## src/rtl/padctl_gpio_filter.sv

```systemverilog
// ----------------------------------------------------------------------------
// padctl_gpio_filter
//
// Pad-side GPIO conditioning for NumGpio channels:
//   * output path: core data/enables registered once toward the pads
//     (the tristate buffer itself lives in the pad ring)
//   * input path : SyncStages-deep synchroniser, then a per-channel glitch
//     filter with a shared threshold T, then rise/fall edge pulses
//
// Optional build macro: PADCTL_GPIO_LOOPBACK_EN
//   When defined, adds loopback_i. With loopback_i=1 every synchroniser input
//   takes pad_out_o instead of pad_in_i. When undefined, the port and the
//   mux do not exist.
//
// Ports
//   clk_i              clock
//   rst_i              synchronous active-high reset
//   loopback_i         (PADCTL_GPIO_LOOPBACK_EN only) loop pad_out_o to input
//   pad_in_i           raw asynchronous pad inputs
//   pad_out_o          registered pad output values
//   pad_oe_o           registered pad output enables
//   cio_gpio_d2p_i     core output data
//   cio_gpio_en_d2p_i  core output enables
//   cio_gpio_p2d_o     filtered input to the core (the "stable" register)
//   filt_en_i          per-channel filter enable
//   filt_thresh_i      shared filter threshold T
//   edge_rise_o        one-cycle pulse on filtered 0->1
//   edge_fall_o        one-cycle pulse on filtered 1->0
//
// Filter behaviour per channel (enabled): a mismatch between sync and stable
// must persist T+1 consecutive cycles before stable follows sync. Any break
// in the mismatch throws the partial count away.
// ----------------------------------------------------------------------------
module padctl_gpio_filter #(
    parameter int NumGpio    = 16,
    parameter int SyncStages = 2,
    parameter int FiltCntW   = 8
) (
    input  logic                clk_i,
    input  logic                rst_i,
`ifdef PADCTL_GPIO_LOOPBACK_EN
    input  logic                loopback_i,
`endif
    input  logic [NumGpio-1:0]  pad_in_i,
    output logic [NumGpio-1:0]  pad_out_o,
    output logic [NumGpio-1:0]  pad_oe_o,
    input  logic [NumGpio-1:0]  cio_gpio_d2p_i,
    input  logic [NumGpio-1:0]  cio_gpio_en_d2p_i,
    output logic [NumGpio-1:0]  cio_gpio_p2d_o,
    input  logic [NumGpio-1:0]  filt_en_i,
    input  logic [FiltCntW-1:0] filt_thresh_i,
    output logic [NumGpio-1:0]  edge_rise_o,
    output logic [NumGpio-1:0]  edge_fall_o
);

    // ------------------------------------------------------------------
    // State
    // ------------------------------------------------------------------
    logic [NumGpio-1:0]  pad_out_q, pad_out_d;
    logic [NumGpio-1:0]  pad_oe_q,  pad_oe_d;
    logic [NumGpio-1:0]  sync_q [SyncStages];
    logic [NumGpio-1:0]  sync_d [SyncStages];
    logic [NumGpio-1:0]  stable_q, stable_d;
    logic [NumGpio-1:0]  stable_prev_q, stable_prev_d;
    logic [FiltCntW-1:0] cnt_q [NumGpio];
    logic [FiltCntW-1:0] cnt_d [NumGpio];

    logic [NumGpio-1:0]  sync_in;
    logic [NumGpio-1:0]  sync;

    // ------------------------------------------------------------------
    // Synchroniser source select
    // ------------------------------------------------------------------
    always_comb begin
`ifdef PADCTL_GPIO_LOOPBACK_EN
        // Loopback takes the registered pad output, so the selection only
        // becomes visible after the first synchroniser flop captures it.
        sync_in = loopback_i ? pad_out_q : pad_in_i;
`else
        sync_in = pad_in_i;
`endif
    end

    assign sync = sync_q[SyncStages-1];

    // ------------------------------------------------------------------
    // Next-state logic
    // ------------------------------------------------------------------
    always_comb begin
        pad_out_d     = cio_gpio_d2p_i;
        pad_oe_d      = cio_gpio_en_d2p_i;
        stable_prev_d = stable_q;

        sync_d[0] = sync_in;
        for (int s = 1; s < SyncStages; s++) begin
            sync_d[s] = sync_q[s-1];
        end

        stable_d = stable_q;
        for (int i = 0; i < NumGpio; i++) begin
            cnt_d[i] = '0;
            if (!filt_en_i[i]) begin
                // Bypass: follow sync directly and keep the counter cleared,
                // which also drops any count left over from filtered mode.
                stable_d[i] = sync[i];
            end else if (sync[i] == stable_q[i]) begin
                cnt_d[i] = '0;
            end else if (cnt_q[i] >= filt_thresh_i) begin
                // >= rather than == so lowering T below a running count
                // commits on the next mismatching cycle.
                stable_d[i] = sync[i];
                cnt_d[i]    = '0;
            end else begin
                // cnt < T here, so the increment cannot wrap.
                cnt_d[i] = cnt_q[i] + FiltCntW'(1);
            end
        end
    end

    // ------------------------------------------------------------------
    // Registers
    // ------------------------------------------------------------------
    always_ff @(posedge clk_i) begin
        if (rst_i) begin
            pad_out_q     <= '0;
            pad_oe_q      <= '0;
            stable_q      <= '0;
            stable_prev_q <= '0;
            for (int s = 0; s < SyncStages; s++) begin
                sync_q[s] <= '0;
            end
            for (int i = 0; i < NumGpio; i++) begin
                cnt_q[i] <= '0;
            end
        end else begin
            pad_out_q     <= pad_out_d;
            pad_oe_q      <= pad_oe_d;
            stable_q      <= stable_d;
            stable_prev_q <= stable_prev_d;
            for (int s = 0; s < SyncStages; s++) begin
                sync_q[s] <= sync_d[s];
            end
            for (int i = 0; i < NumGpio; i++) begin
                cnt_q[i] <= cnt_d[i];
            end
        end
    end

    // ------------------------------------------------------------------
    // Outputs
    // ------------------------------------------------------------------
    assign pad_out_o      = pad_out_q;
    assign pad_oe_o       = pad_oe_q;
    assign cio_gpio_p2d_o = stable_q;
    // stable and stable_prev reset together, so no edge appears out of reset.
    assign edge_rise_o    = stable_q & ~stable_prev_q;
    assign edge_fall_o    = ~stable_q & stable_prev_q;

endmodule

```

## config.mk

```make
export PLATFORM = sky130hd
export DESIGN_NAME = padctl_gpio_filter
export DESIGN_NICKNAME = d
export VERILOG_FILES = /design/src/rtl/padctl_gpio_filter.sv
export SDC_FILE = /design/constraint.sdc
export NUM_CORES = 1
export LEC_CHECK = 0
export ABC_CLOCK_PERIOD_IN_PS = 2100
export BUFFER_PORTS_ARGS = -buffer_cell sky130_fd_sc_hd__buf_2
export CORE_MARGIN = 3
export CORE_UTILIZATION = 40
export DETAILED_ROUTE_END_ITERATION = 12
export HOLD_SLACK_MARGIN = 0.03
export PLACE_DENSITY = 0.6
export SYNTH_ARGS = -nofsm -noshare
export SYNTH_HDL_FRONTEND = slang
export SYNTH_SLANG_ARGS = --single-unit
```

## constraint.sdc

```tcl
create_clock -name clk_i -period 2.1 [get_ports clk_i]
set_input_delay 0.105 -clock clk_i [delete_from_list [all_inputs] [get_ports clk_i]]
set_output_delay 0.105 -clock clk_i [all_outputs]
set_load 0.05 [all_outputs]
```

==> Word-level counts from Yosys, hierarchy flattened <==
Memories as Yosys holds them, arrays and structs flattened.
Index checks and enable logic that the tools add are counted.
{ "totals": {"reg_bits": 64, "out_inout_bits": 80, "mem_count": 2, "mem_bits_rw": 160, "elab_cells": 256, "in_bits": 74} }
{ "mem_list": {"columns": ["memory", "depth", "width", "rd", "rd_ports_with_merged_regs", "wr", "line_no", "rtl"], "rows": [
  ["cnt_q", 16, 8, 16, 0, 16, "65", "logic [FiltCntW-1:0] cnt_q [NumGpio];"],
  ["sync_q", 2, 16, 2, 0, 2, "61", "logic [NumGpio-1:0] sync_q [SyncStages];"]
]} }
{ "op_classes": {"reduce_logical": 16, "n_mux": 117, "magnitude_cmp": 16, "add_sub_neg": 16, "eq_ne": 48, "n_bitwise": 22} }
{ "ops": {"columns": ["operator", "n"], "rows": [
  ["$mux W8", 64],
  ["$add A8 B1 Y8 const B", 16],
  ["$ge A8 B8 Y1", 16],
  ["$mux W1", 51],
  ["$and A16 B16 Y16", 2],
  ["$mux W16", 2],
  ["$ne A2 B1 Y1 const B", 16],
  ["$ne A2 B2 Y1 const B", 16],
  ["$not A16 Y16", 2],
  ["$reduce_and A2 Y1", 16],
  ["$or A1 B1 Y1", 18],
  ["$eq A1 B1 Y1", 16]
]} }

==> Logic depth before layout (Yosys ltp) <==
{ "logic_depth": {"depth_word": 5, "ltp_mapped": 7, "mapped_depth_nobuf": 7} }

==> Worst setup path after synthesis <==
No wires, ideal clock.
{ "synth_timing": {"path_kind": "reg-to-reg", "startpoint": "memory cnt_q[11][0], in the netlist cnt_q[1][24]", "endpoint": "register stable_q[11], in the netlist cio_gpio_p2d_o[11]", "synth_period_minus_slack_ns": 1.831, "required_time_ns": 1.979, "n_path_buf": 0, "path_stages_with_launch": 8, "setup_time_ns": 0.121, "arrival_time_ns": 1.711, "slack_ns": 0.269, "cell_sequence": "dfxtp_1 inv_1 ha_1 nand2b_1 a211oi_1 o21bai_1 a211oi_1 mux2_2"} }
{ "synth_lines": {"columns": ["item", "line_no", "rtl"], "rows": [
  ["from (decl)", "65", null],
  ["to (signal assigned)", "138", "stable_q <= stable_d;"],
  ["to (decl)", "63", "logic [NumGpio-1:0] stable_q, stable_d;"]
]} }

==> impl_results.md <==
* Top_reg_cell synth: dfxtp_1
* Critical-path maximum fanout at 8
* Drt pass-1 iters at 4
* DRT antenna net count at 0
* Max clock buf depth at 3
* Final HPWL DP at 16200 um
* CTS tree: built
* TritonCTS Buffers at 26
* Total nets after synthesis at 1332
* Num rows at 59
* Core ar. at 26300 sq um
* Yosys reg bits at 224
* CP Capture Type: flop
* Die Ht at 170 um
* Multi-input combinational cell area at 6090 sq um
* Largest family of logic cells by synthesized area: simple AND/OR/NAND/NOR gates
* Number of flops mapped to enable cells by yosys at 0
* Hold Path Class: in -> reg
* Via count at 8276
* Status: finished clean
* Port Buffers at 153
* Clock Sinks at 224
* Most frequent cell after synthesis: dfxtp_1
* Min Tclk post-route at 1.96 ns
* Pin count of the biggest net entering global routing at 55
* Layout Nets at 1577
* Die ar. at 29000 sq um
* Worst-Skew Late Latency at 0.52 ns
* Async S/R FF share, synth at 0%
* Layout cell share with drive strength beyond 1 at 17.7%
* Register Area at 4480 sq um
* Synthesized area at 10800 sq um
* I/O pin count at 154
* Fmax at 0.510 GHz
* Share of the synthesized area in the top cell type at 41.5%
* Fillers at 2445
* Synth Area in XOR/XNOR at 9.08%
* Fin Setup TNS at 0 ns
* GRT Overall Usage at 16.2%
* Adder-cell area share of the yosys netlist at 16.7%
* Relative slew slack at 59.9%
* Clk pin slew, worst setup/hold paths at 0.06 ns
* Worst vdd ir at 0.532 mV
* Grt ovf at 0
* Portion of netlist area occupied by mux cells at 0.626%
* Post-CTS Setup Inserts at 0
* Drc violations at 0
* Mean cell area of the mapped netlist at 9.70 sq um
* Die W at 170 um
* Vias per cell at 4.84
* Critical Path RT at 2.55 ns
* Setup Skew at 0.00738 ns
* Max-slew violations at 0
* Worst EP arrival at 2.41 ns
* DRT Wirelength at 23600 um
* Top area cells in the synthesized netlist: dfxtp_1 (42%), ha_1 (17%), nor2b_1 (8.1%)
* N_diodes at 0
* H-Tree Level Count at 1
* Compound-Gate Fraction of Synth Area at 7.75%
* Yosys warns at 0
* Yosys cell types at 33
* Post-synthesis sequential area ratio at 41.5%
* CP Class: reg -> reg
* Initial DRC Count at 343
* Final Cycle Share at 93.4%
* First-pass GRT wire length at 39600 um
* Pleak at 0.00614 uW
* Synth cell count leaders: dfxtp_1 (224), ha_1 (144), nor2_1 (140), nor2b_1 (140), nand3_1 (82)
* Max cap viols at 0
* Area Overhead vs Synth at 26.0%
* Initial Util at 41.1%
* Yosys top cell by area: dfxtp_1
* Setup-failing EPs final at 0
* Cells after synthesis at 1114
* Non-Filler Instances at 1710
* Measured slew at the worst slew-check pin at 0.602 ns
* Placed Cells at 1617
* CTS root buf: clkbuf_16
* Endpoints failing hold at 0
* Synth Area in Simple Gates at 22.2%
* Worst setup SP type: flop
* Vias in the first global route at 8033
* Wire per inst at 13.8 um
* RSZ-0062 raised after global routing: false
* Total power at 9880 uW
* Initial antenna violation count at 0
* Routability Congestion at 0.765
* P per Cell Area at 726 nW/um^2
routing by layer:
layer	track usage [%]	wire length [um]	vias up
met4	3.42	467	0
met5	0	0	-
met3	2.90	1220	33
met2	26.6	10300	167
met1	22.5	11500	3744
li1	-	-	4332
critical path, cell delays in order (launching register included):
cell,delay (ns)
dfxtp_1,0.40
ha_1,0.26
and3_1,0.20
a221oi_1,0.56
nand3_1,0.18
buf_4,0.21
nor2_1,0.10
report_power, final:
part / switching (uW) / internal, uW
clock network: 1760 / 2900
logic: 496 / 342
registers: 41.4 / 4330
layout by cell type, fill, tap and decap left out, types with 19 or more instances in the layout:
master	count
buf_2	152
and3_1	40
xnor2_1	33
nor2_1	140
ha_1	144
xor2_1	79
dlygate4sd3_1	49
clkbuf_16	27
inv_1	49
buf_4	22
dfxtp_1	224
o21ai_0	19
nand3_1	82
nand2b_1	28
nor2b_1	140
state kept, by name (all words and copies together), names as in the netlist:
name and flops:
cio_gpio_p2d_o 16, cnt_q 128, pad_oe_o 16, pad_out_o 16
stable_prev_q 16, sync_q 32
timing repair:
action	in CTS	in global routing
resized for setup	0	1
hold buffers	49	0
hold endpoints to repair	49	0
endpoints found under the setup margin	0	9
final timing paths:
path / start / to / slack, ns / depth (start not counted)
worst min-delay path: filt_en_i[13] / cio_gpio_p2d_o[13]$_SDFFE_PP0P_ / 0.05 / 4
worst max register to register: cnt_q[0][45]$_SDFF_PP0_ / cnt_q[0][46]$_SDFF_PP0_ / 0.14 / 6
worst min register to register: sync_q[0][8]$_SDFF_PP0_ / sync_q[0][24]$_SDFF_PP0_ / 0.43 / 1
worst max-delay path: cnt_q[0][45]$_SDFF_PP0_ / cnt_q[0][46]$_SDFF_PP0_ / 0.14 / 6
per-stage QoR:
stage	hold slack (ns)	instance area (sq um)	setup slack [ns]	utilization, %
final	0.0531	13600	0.138	51.8
after detailed placement	0.317	12200	0.0643	46.5
after global placement	0.313	12200	0.0650	46.5
after CTS	0.0350	13600	0.0960	51.8
after floorplan	0.233	10800	0.269	-
after global routing	0.0580	13600	0.00564	51.8
cell type report:
cell class / count / area share [%]
tap: 335 / 3.08
timing repair buffer: 229 / 11.3
sequential: 224 / 32.9
clock buffer: 35 / 5.63
multi-input combinational: 829 / 44.8
clock inverter: 9 / 0.947
inverter: 49 / 1.35
logic make-up after synthesis:
| family | count (synthesis) |
|---|---|
| buffers and inverters | 61 |
| adders and majority gates | 144 |
| AOI/OAI and AO/OA | 112 |
| xor gates and xnor gates | 112 |
| muxes | 6 |
| and+or+nand+nor | 455 |
| DFF | 224 |
(Power assumes the default switching activity.)
